[src/rtl/path_pkg.sv]
// Shared types and constants for the path loader and its path memory.
// Move codes, sequencer states and the fixed memory-map addresses.
package path_pkg;

    typedef enum logic [1:0] {
        LOAD = 2'd0,
        CLR  = 2'd1,
        RUN  = 2'd2,
        DONE = 2'd3
    } state_t;

    localparam logic [4:0] MV_RIGHT  = 5'd1;
    localparam logic [4:0] MV_UP     = 5'd2;
    localparam logic [4:0] MV_LEFT   = 5'd3;
    localparam logic [4:0] MV_DOWN   = 5'd4;

    localparam logic [4:0] LEN_ADDR  = 5'd31;
    localparam logic [4:0] MAX_MOVES = 5'd31;

endpackage

[src/rtl/path_mem.sv]
// 2**AW x DW path register file: one synchronous write port and one
// asynchronous read port that returns zero while the read enable is low.
module path_mem #(
    parameter int DW = 5,
    parameter int AW = 5
) (
    input  logic          clk,
    input  logic          we,
    input  logic [AW-1:0] waddr,
    input  logic [DW-1:0] wdata,
    input  logic          re,
    input  logic [AW-1:0] raddr,
    output logic [DW-1:0] rdata
);

    logic [DW-1:0] mem_r [0:(2**AW)-1];

    // Synchronous write; contents are intentionally left unreset.
    always_ff @(posedge clk) begin
        if (we) begin
            mem_r[waddr] <= wdata;
        end
    end

    // Enable-gated asynchronous read.
    always_comb begin
        rdata = '0;
        if (re) begin
            rdata = mem_r[raddr];
        end else begin
            rdata = '0;
        end
    end

endmodule

[src/rtl/path_loader.sv]
// Loads a move sequence into the path memory, then runs one path-sum job on it.
// Optional build macro PATH_LOADER_FILTER_EN drops codes outside 1..4 at load.
module path_loader
    import path_pkg::*;
#(
    parameter int DW = 5,
    parameter int AW = 5
) (
    input  logic          clk,
    input  logic          rst,
    input  logic          in_valid,
    input  logic [DW-1:0] in_data,
    input  logic          in_last,
    output logic          in_ready,
    input  logic          mem_en,
    input  logic [AW-1:0] mem_addr,
    output logic [DW-1:0] mem_data,
    output logic          ps_clr,
    output logic          start,
    input  logic          fin,
    input  logic [DW-1:0] result,
    output logic [DW-1:0] sum,
    output logic          done,
    output logic          err
);

    state_t        state_r, state_s;
    logic [AW-1:0] wcnt_r, wcnt_s;
    logic          err_r, err_s;
    logic          first_r, first_s;
    logic [DW-1:0] sum_r, sum_s;
    logic          in_ready_r, ps_clr_r, start_r, done_r;

    logic          accept_s, keep_s, fits_s, store_s, ovf_s;
    logic          we_s;
    logic [AW-1:0] waddr_s;
    logic [DW-1:0] wdata_s;

    // in_ready_r is only ever high in LOAD, so it also qualifies the state.
    assign accept_s = in_valid && in_ready_r;
`ifdef PATH_LOADER_FILTER_EN
    assign keep_s   = (in_data >= DW'(MV_RIGHT)) && (in_data <= DW'(MV_DOWN));
`else
    assign keep_s   = 1'b1;
`endif
    assign fits_s   = (wcnt_r != AW'(MAX_MOVES));
    assign store_s  = accept_s && keep_s && fits_s;
    assign ovf_s    = accept_s && keep_s && !fits_s;

    // Single write port: moves during LOAD, the final length during CLR.
    always_comb begin
        we_s    = 1'b0;
        waddr_s = wcnt_r;
        wdata_s = in_data;
        if (state_r == CLR) begin
            we_s    = 1'b1;
            waddr_s = AW'(LEN_ADDR);
            wdata_s = DW'(wcnt_r);
        end else begin
            we_s    = store_s;
            waddr_s = wcnt_r;
            wdata_s = in_data;
        end
    end

    path_mem #(.DW(DW), .AW(AW)) u_mem (
        .clk   (clk),
        .we    (we_s),
        .waddr (waddr_s),
        .wdata (wdata_s),
        .re    (mem_en),
        .raddr (mem_addr),
        .rdata (mem_data)
    );

    // Next-state and datapath updates for the job sequencer.
    always_comb begin
        state_s = state_r;
        wcnt_s  = wcnt_r;
        err_s   = err_r;
        first_s = first_r;
        sum_s   = sum_r;
        case (state_r)
            LOAD: begin
                if (accept_s) begin
                    first_s = 1'b0;
                    // First beat of a new sequence drops the previous job's error.
                    err_s   = first_r ? ovf_s : (err_r | ovf_s);
                    if (store_s) begin
                        wcnt_s = wcnt_r + AW'(1);
                    end else begin
                        wcnt_s = wcnt_r;
                    end
                    if (in_last) begin
                        state_s = CLR;
                    end else begin
                        state_s = LOAD;
                    end
                end else begin
                    state_s = LOAD;
                end
            end
            CLR: begin
                state_s = RUN;
            end
            RUN: begin
                if (fin) begin
                    sum_s   = result;
                    state_s = DONE;
                end else begin
                    state_s = RUN;
                end
            end
            DONE: begin
                wcnt_s  = '0;
                first_s = 1'b1;
                state_s = LOAD;
            end
            default: begin
                state_s = LOAD;
            end
        endcase
    end

    // Sequencer state and datapath registers.
    always_ff @(posedge clk or posedge rst) begin
        if (rst) begin
            state_r <= LOAD;
            wcnt_r  <= '0;
            err_r   <= 1'b0;
            first_r <= 1'b1;
            sum_r   <= '0;
        end else begin
            state_r <= state_s;
            wcnt_r  <= wcnt_s;
            err_r   <= err_s;
            first_r <= first_s;
            sum_r   <= sum_s;
        end
    end

    // Outputs are registered from the next state so they align with it.
    always_ff @(posedge clk or posedge rst) begin
        if (rst) begin
            in_ready_r <= 1'b1;
            ps_clr_r   <= 1'b0;
            start_r    <= 1'b0;
            done_r     <= 1'b0;
        end else begin
            in_ready_r <= (state_s == LOAD);
            ps_clr_r   <= (state_s == CLR);
            start_r    <= (state_s == RUN);
            done_r     <= (state_s == DONE);
        end
    end

    assign in_ready = in_ready_r;
    assign ps_clr   = ps_clr_r;
    assign start    = start_r;
    assign done     = done_r;
    assign sum      = sum_r;
    assign err      = err_r;

endmodule
[config.mk]
export PLATFORM = sky130hd
export DESIGN_NAME = path_loader
export DESIGN_NICKNAME = d
export VERILOG_FILES = /design/src/rtl/path_pkg.sv /design/src/rtl/path_mem.sv /design/src/rtl/path_loader.sv
export SDC_FILE = /design/constraint.sdc
export NUM_CORES = 1
export LEC_CHECK = 0
export ABC_CLOCK_PERIOD_IN_PS = 2250
export CORE_MARGIN = 5
export CORE_UTILIZATION = 45
export DETAILED_ROUTE_END_ITERATION = 12
export PLACE_DENSITY_LB_ADDON = 0.25
export SYNTH_ARGS = -nofsm -noshare
export SYNTH_HDL_FRONTEND = slang
export SYNTH_SLANG_ARGS = --single-unit
[constraint.sdc]
create_clock -name clk -period 2.25 [get_ports clk]
set_input_delay 0.45 -clock clk [delete_from_list [all_inputs] [get_ports clk]]
set_output_delay 0.45 -clock clk [all_outputs]
set_load 0.05 [all_outputs]
Word-level counts from Yosys, hierarchy flattened
Memories as Yosys holds them, arrays and structs flattened.
Cells that the tools add are included.
{"block": "word_totals", "memories": 1, "output_inout_bits": 15, "in_bits": 21, "ram_bits": 160, "regBits": 18, "romBits": 0, "latchBits": 0}
{"block": "classes", "addsub": 1, "n_eq_ne": 9, "div_mod_pow": 0, "order_cmp": 0, "n_bitwise": 1, "shifts": 0, "multipliers": 0, "reduce_logical": 11, "muxes": 16}
{"name": "u_mem.mem_r", "depth": 32, "word_bits": 5, "read_ports": 1, "rd_clocked_by_memory_dff": 0, "wr": 1, "line": "path_mem.sv:16", "text": "logic [DW-1:0] mem_r [0:(2**AW)-1];"}
{"op": "5-bit 2-to-1 mux", "count": 5}
{"op": "5-bit case mux with 2 select lines", "count": 1}
{"op": "2-bit equality test (second input constant)", "count": 4}
{"op": "2-bit case mux with 4 select lines", "count": 1}
{"op": "1-bit 2-to-1 mux", "count": 7}
{"op": "2-bit AND reduction", "count": 3}
{"op": "5-bit by 1-bit adder with 5-bit output (second input constant)", "count": 1}
{"op": "5-bit != test (second input constant)", "count": 1}
{"op": "2-bit by 1-bit equality test with 1-bit output (second input constant)", "count": 2}
{"op": "2-bit logical NOT", "count": 2}
{"op": "2-bit != test (second input constant)", "count": 2}
{"op": "1-bit logical AND", "count": 3}
{"op": "3-bit AND reduction", "count": 1}
{"op": "2-bit 2-to-1 mux", "count": 1}
{"op": "1-bit case mux with 2 select lines", "count": 1}
{"op": "2-bit nonzero test", "count": 1}
{"op": "1-bit logical NOT", "count": 1}
{"op": "1-bit OR", "count": 1}

Longest topological paths before layout
{"block": "depth", "ltp_word": 5, "ltp_mapped": 9}

By module
A second synthesis with hierarchy kept.
{"block": "hier_totals", "hier_cells": 399, "area_unflattened_um2": 7409.6}
{"module": "path_mem", "area_each_um2": 6438.7, "cells_each": 316, "instances": 1}
{"module": "path_loader", "area_each_um2": 970.9, "cells_each": 83, "instances": 1}

Least setup slack after synthesis
Ideal clock, no wire load.
{"block": "synth_path", "kind": "in2out", "from": "in mem_addr[2]", "to": "out mem_data[0]", "required_ns": 1.800, "arrival_time_ns": 2.478, "path_stages": 7, "setup_slack_ns": -0.678, "cell_sequence": "buf_2 buf_4 buf_2 nor2_1 a221oi_1 o21ai_0 nor3_1"}
{"block": "synth_via", "elab_chain_cells": 2}
{"item": "start, declared", "line": "path_loader.sv:16", "text": "input logic [AW-1:0] mem_addr,"}
{"item": "memory 32 x 5 bit"}
{"item": "5-bit 2-to-1 mux", "line": "path_mem.sv:28", "text": "if (re) begin"}
{"item": "end, declared", "line": "path_loader.sv:17", "text": "output logic [DW-1:0] mem_data,"}
No other way between the ends.

Worst setup path in the final report
{"block": "layout_path", "from": "mem u_mem.mem_r[7][3]", "to": "out mem_data[3]"}
{"block": "layout_via", "elab_chain_cells": 2}
{"item": "start, declared", "line": "path_mem.sv:16"}
{"item": "memory 32 x 5 bit"}
{"item": "5-bit 2-to-1 mux", "line": "path_mem.sv:28"}
No other way between the ends.

==> impl_metrics.tcl <==
set metrics [dict create \
    die_h_um 137 \
    synth_edf_count 160 \
    hp-class "in -> async" \
    whs_ns 0.435 \
    grt_pass1_vias 4211 \
    gp_congestion 0.763 \
    ys_seq_area_share_pct 72.0 \
    maxCapViolations 0 \
    p_total_w 0.00921 \
    rsz0062_at_grt "yes" \
    worstSetupStartpointType "register" \
    yosysTopAreaCell "edfxtp_1" \
    yosysWarnings 0 \
    async_reset_ff_share_pct 10.1 \
    vdd_drop_max_mv 0.639 \
    crit_chain "mux4_2, mux2_2, o221ai_4, a41oi_4, buf_6" \
    p_leak_nw 3.23 \
    cts_root_buf "clkbuf_16" \
    vias 3967 \
    die_w_um 137 \
    fmax_mhz 405 \
    slew_headroom_pct 53.8 \
    cts_buffers 17 \
    dpl-instance-area_um2 8440 \
    switching_share_pct 29.0 \
    slowest_stage "mux4_2" \
    clock_sinks 178 \
    stdcell_count 742 \
    worstPathMaxFanout 1 \
    r2r_cells 10 \
    ys_dominant_reg_cell "edfxtp_1" \
    crit_path_end_kind "primary output" \
    tightest_slew_ns 0.692 \
    violations "negative setup slack" \
    antenna_found_initial 0 \
    setup_viol 5 \
    io_buffers 35 \
    r2r_end "u_mem.mem_r[11][4]" \
    insertedDiodeCount 0 \
    coreArea_um2 15900 \
    finalHoldViolCount 0 \
    wl_per_cell_um 20.7 \
    regArea_um2 5260 \
    finClkSkew_ns 0.00656 \
    synth_fa_ha_area_share_pct 1.20 \
    synthDistinctLibCells 33 \
    fin_nets 541 \
    period_minus_slack_ns 2.47 \
    path_delay_family "multiplexers" \
    status "finished with violations" \
    comb_power_share_pct 24.4 \
    num_rows 46 \
    netlist_instances 400 \
    first_pass_iters 4 \
    p_int_w 0.00654 \
    powerDensity_nw_per_um2 978 \
    crit_end "mem_data[3]" \
    synth_fp_nets 428 \
    drc 0 \
    crit_required_ns 1.80 \
    p_switching_w 0.00268 \
    cpPeakStageDelay_ns 0.47 \
    worstPathBufferInverterCount 1 \
    dp_cells 702 \
    drive_gt1_share_pct 39.2 \
    synth_simple_gate_area_share_pct 5.79 \
    r2r_start "wcnt_r[0]" \
    clk_pin_slew_ns 0.06 \
    tns_ns -0.952 \
    insertion_delay_ns 0.42 \
    grt_usage_pct 17.8 \
    fin_area_um2 9430 \
    routed_via_density 5.35 \
    synth_xor_area_share_pct 0 \
    critical_path_class "reg -> out" \
    netlist_area_um2 7310 \
    syn_to_final_growth_pct 29.0 \
    ff2ff_setup_slack_ns 0.04 \
    h-tree-depth 4 \
    drv_slew 0 \
    cts_tree "yes" \
    cp.arrival_ns 2.02 \
    start_util_pct 46.0 \
    ys_seq_elements 178 \
    pwr-share-seq_pct 45.1 \
    synth_top_area_share_pct 65.8 \
    die-area_um2 18900 \
    synthMuxAreaShare_pct 16.2 \
    grt_pass1_wl_um 24100 \
    drtIter0Drc 356 \
    synth_compound_area_share_pct 2.74 \
    grt_overflow 0 \
    post-dp-hpwl_um 10000 \
    startpoint "u_mem.mem_r[7][3]" \
    p_clk_share_pct 30.5 \
    cts_buffer_depth 2 \
    ios 36 \
    layout_setup_ws_ns -0.219 \
    avgSynthCellArea_um2 18.3 \
    grt_max_degree 33 \
    multiInputGateArea_um2 2180 \
    ant_nets 0 \
    period_share_pct 110 \
    synth_top_family_by_area "multiplexers" \
    wl_um 15400 \
    timing.critical_path.depth 5 \
    synth_area_leaders "edfxtp_1, mux4_2, dfrtp_1, mux4_1, mux2_2" \
    n_fill_cell 1186 \
]
cell type report:
class | instances | share of cell area [%]
sequential | 178 | 55.8
clock inverter | 14 | 1.49
multi-input combinational | 198 | 23.2
clock buffer | 18 | 4.55
timing repair buffer | 111 | 11.9
inverter | 7 | 0.279
tap | 216 | 2.87
stage by stage:
step                      setup slack, ns  util, %
after floorplan                  -0.00762        -
after global placement             -0.601     53.1
after detailed placement           -0.651     53.1
after CTS                          -0.247     58.7
after global routing               -0.282     59.3
final                              -0.219     59.3
power by group through the flow:
| stage | Combinational (W) | Sequential (W) | Clock, W |
|---|---|---|---|
| after floorplan | 0.000952 | 0.00453 | 0 |
| after global placement | 0.00197 | 0.00421 | 0 |
| after detailed placement | 0.00202 | 0.00422 | 0 |
| after CTS | 0.00218 | 0.00415 | 0.00286 |
| after global routing | 0.00242 | 0.00418 | 0.00300 |
| final | 0.00225 | 0.00415 | 0.00281 |
cells in the final DEF (no fill, tap or decap), drive strengths merged:
cell type / n
edfxtp: 160
buf: 84
nor2: 41
mux4: 36
clkdlybuf4s50: 26
mux2: 24
nand2: 21
clkbuf: 18
dfrtp: 16
inv: 8
o21ai: 8
nor3: 8
ha: 7
nand3: 6
nand2b: 6
nor2b: 6
mux2i: 6
clkinv: 6
clkinvlp: 5
o22ai: 5
a21oi: 3
o221ai: 3
a41oi: 3
a22oi: 3
and3: 3
a221oi: 2
and2: 2
bufinv: 2
dfstp: 2
a21o: 2
nand3b: 1
or2: 1
a31oi: 1
dlymetal6s2s: 1
layer usage:
layer	global-route usage (%)	vias to the layer above	wire length [um]
li1	-	1812	-
met2	29.6	107	7880
met3	4.09	17	900
met5	0	-	0
met1	23.3	2031	6400
met4	5.76	0	209
state kept, by name (all words and copies together) (netlist names):
signal,cells
done,1
err,1
first_r,1
in_ready,1
ps_clr,1
start,1
state_r,2
sum,5
u_mem.mem_r,160
wcnt_r,5
what timing repair did:
item / in CTS / in global routing
gates cloned: 4 / 0
pin swaps: 17 / 13
setup endpoints to repair: 120 / 163
hold buffers: 0 / 0
resized for setup: 70 / 27
buffers inserted: 3 / 1
cells in the mapped netlist, types with 3 or more instances:
cell type and count:
a21oi_1 3, mux2_2 24, inv_1 7, buf_4 3
o21ai_0 8, nor2_1 41, mux2i_1 6, nand2_1 21
a41oi_1 3, clkbuf_1 6, buf_2 3, nand2b_1 6
buf_6 4, nand3_1 6, ha_1 7, and3_1 3
nor3_1 8, a22oi_1 3, mux4_2 24, nor2b_1 6
dfrtp_1 16, edfxtp_1 160, mux4_1 12, o221ai_1 3
o22ai_1 5
cell families (layout without fill, tap and decap cells):
kind of cell	after synthesis	in the layout
buf+inv	24	150
mux	66	66
fa+ha+maj	7	7
simple gates	95	95
flops	178	178
compound gates	30	30
worst min path at each step:
stage | start | end | slack [ns] | cells after the start
after floorplan | rst | done | 0.39 | 1
final | rst | sum[1] | 0.44 | 2
after CTS | rst | sum[1] | 0.45 | 2
after global routing | rst | sum[1] | 0.50 | 2
after detailed placement | sum[0] | sum[0] | 0.50 | 1
after global placement | sum[4] | sum[4] | 0.49 | 1
(Power assumes the default switching activity.)
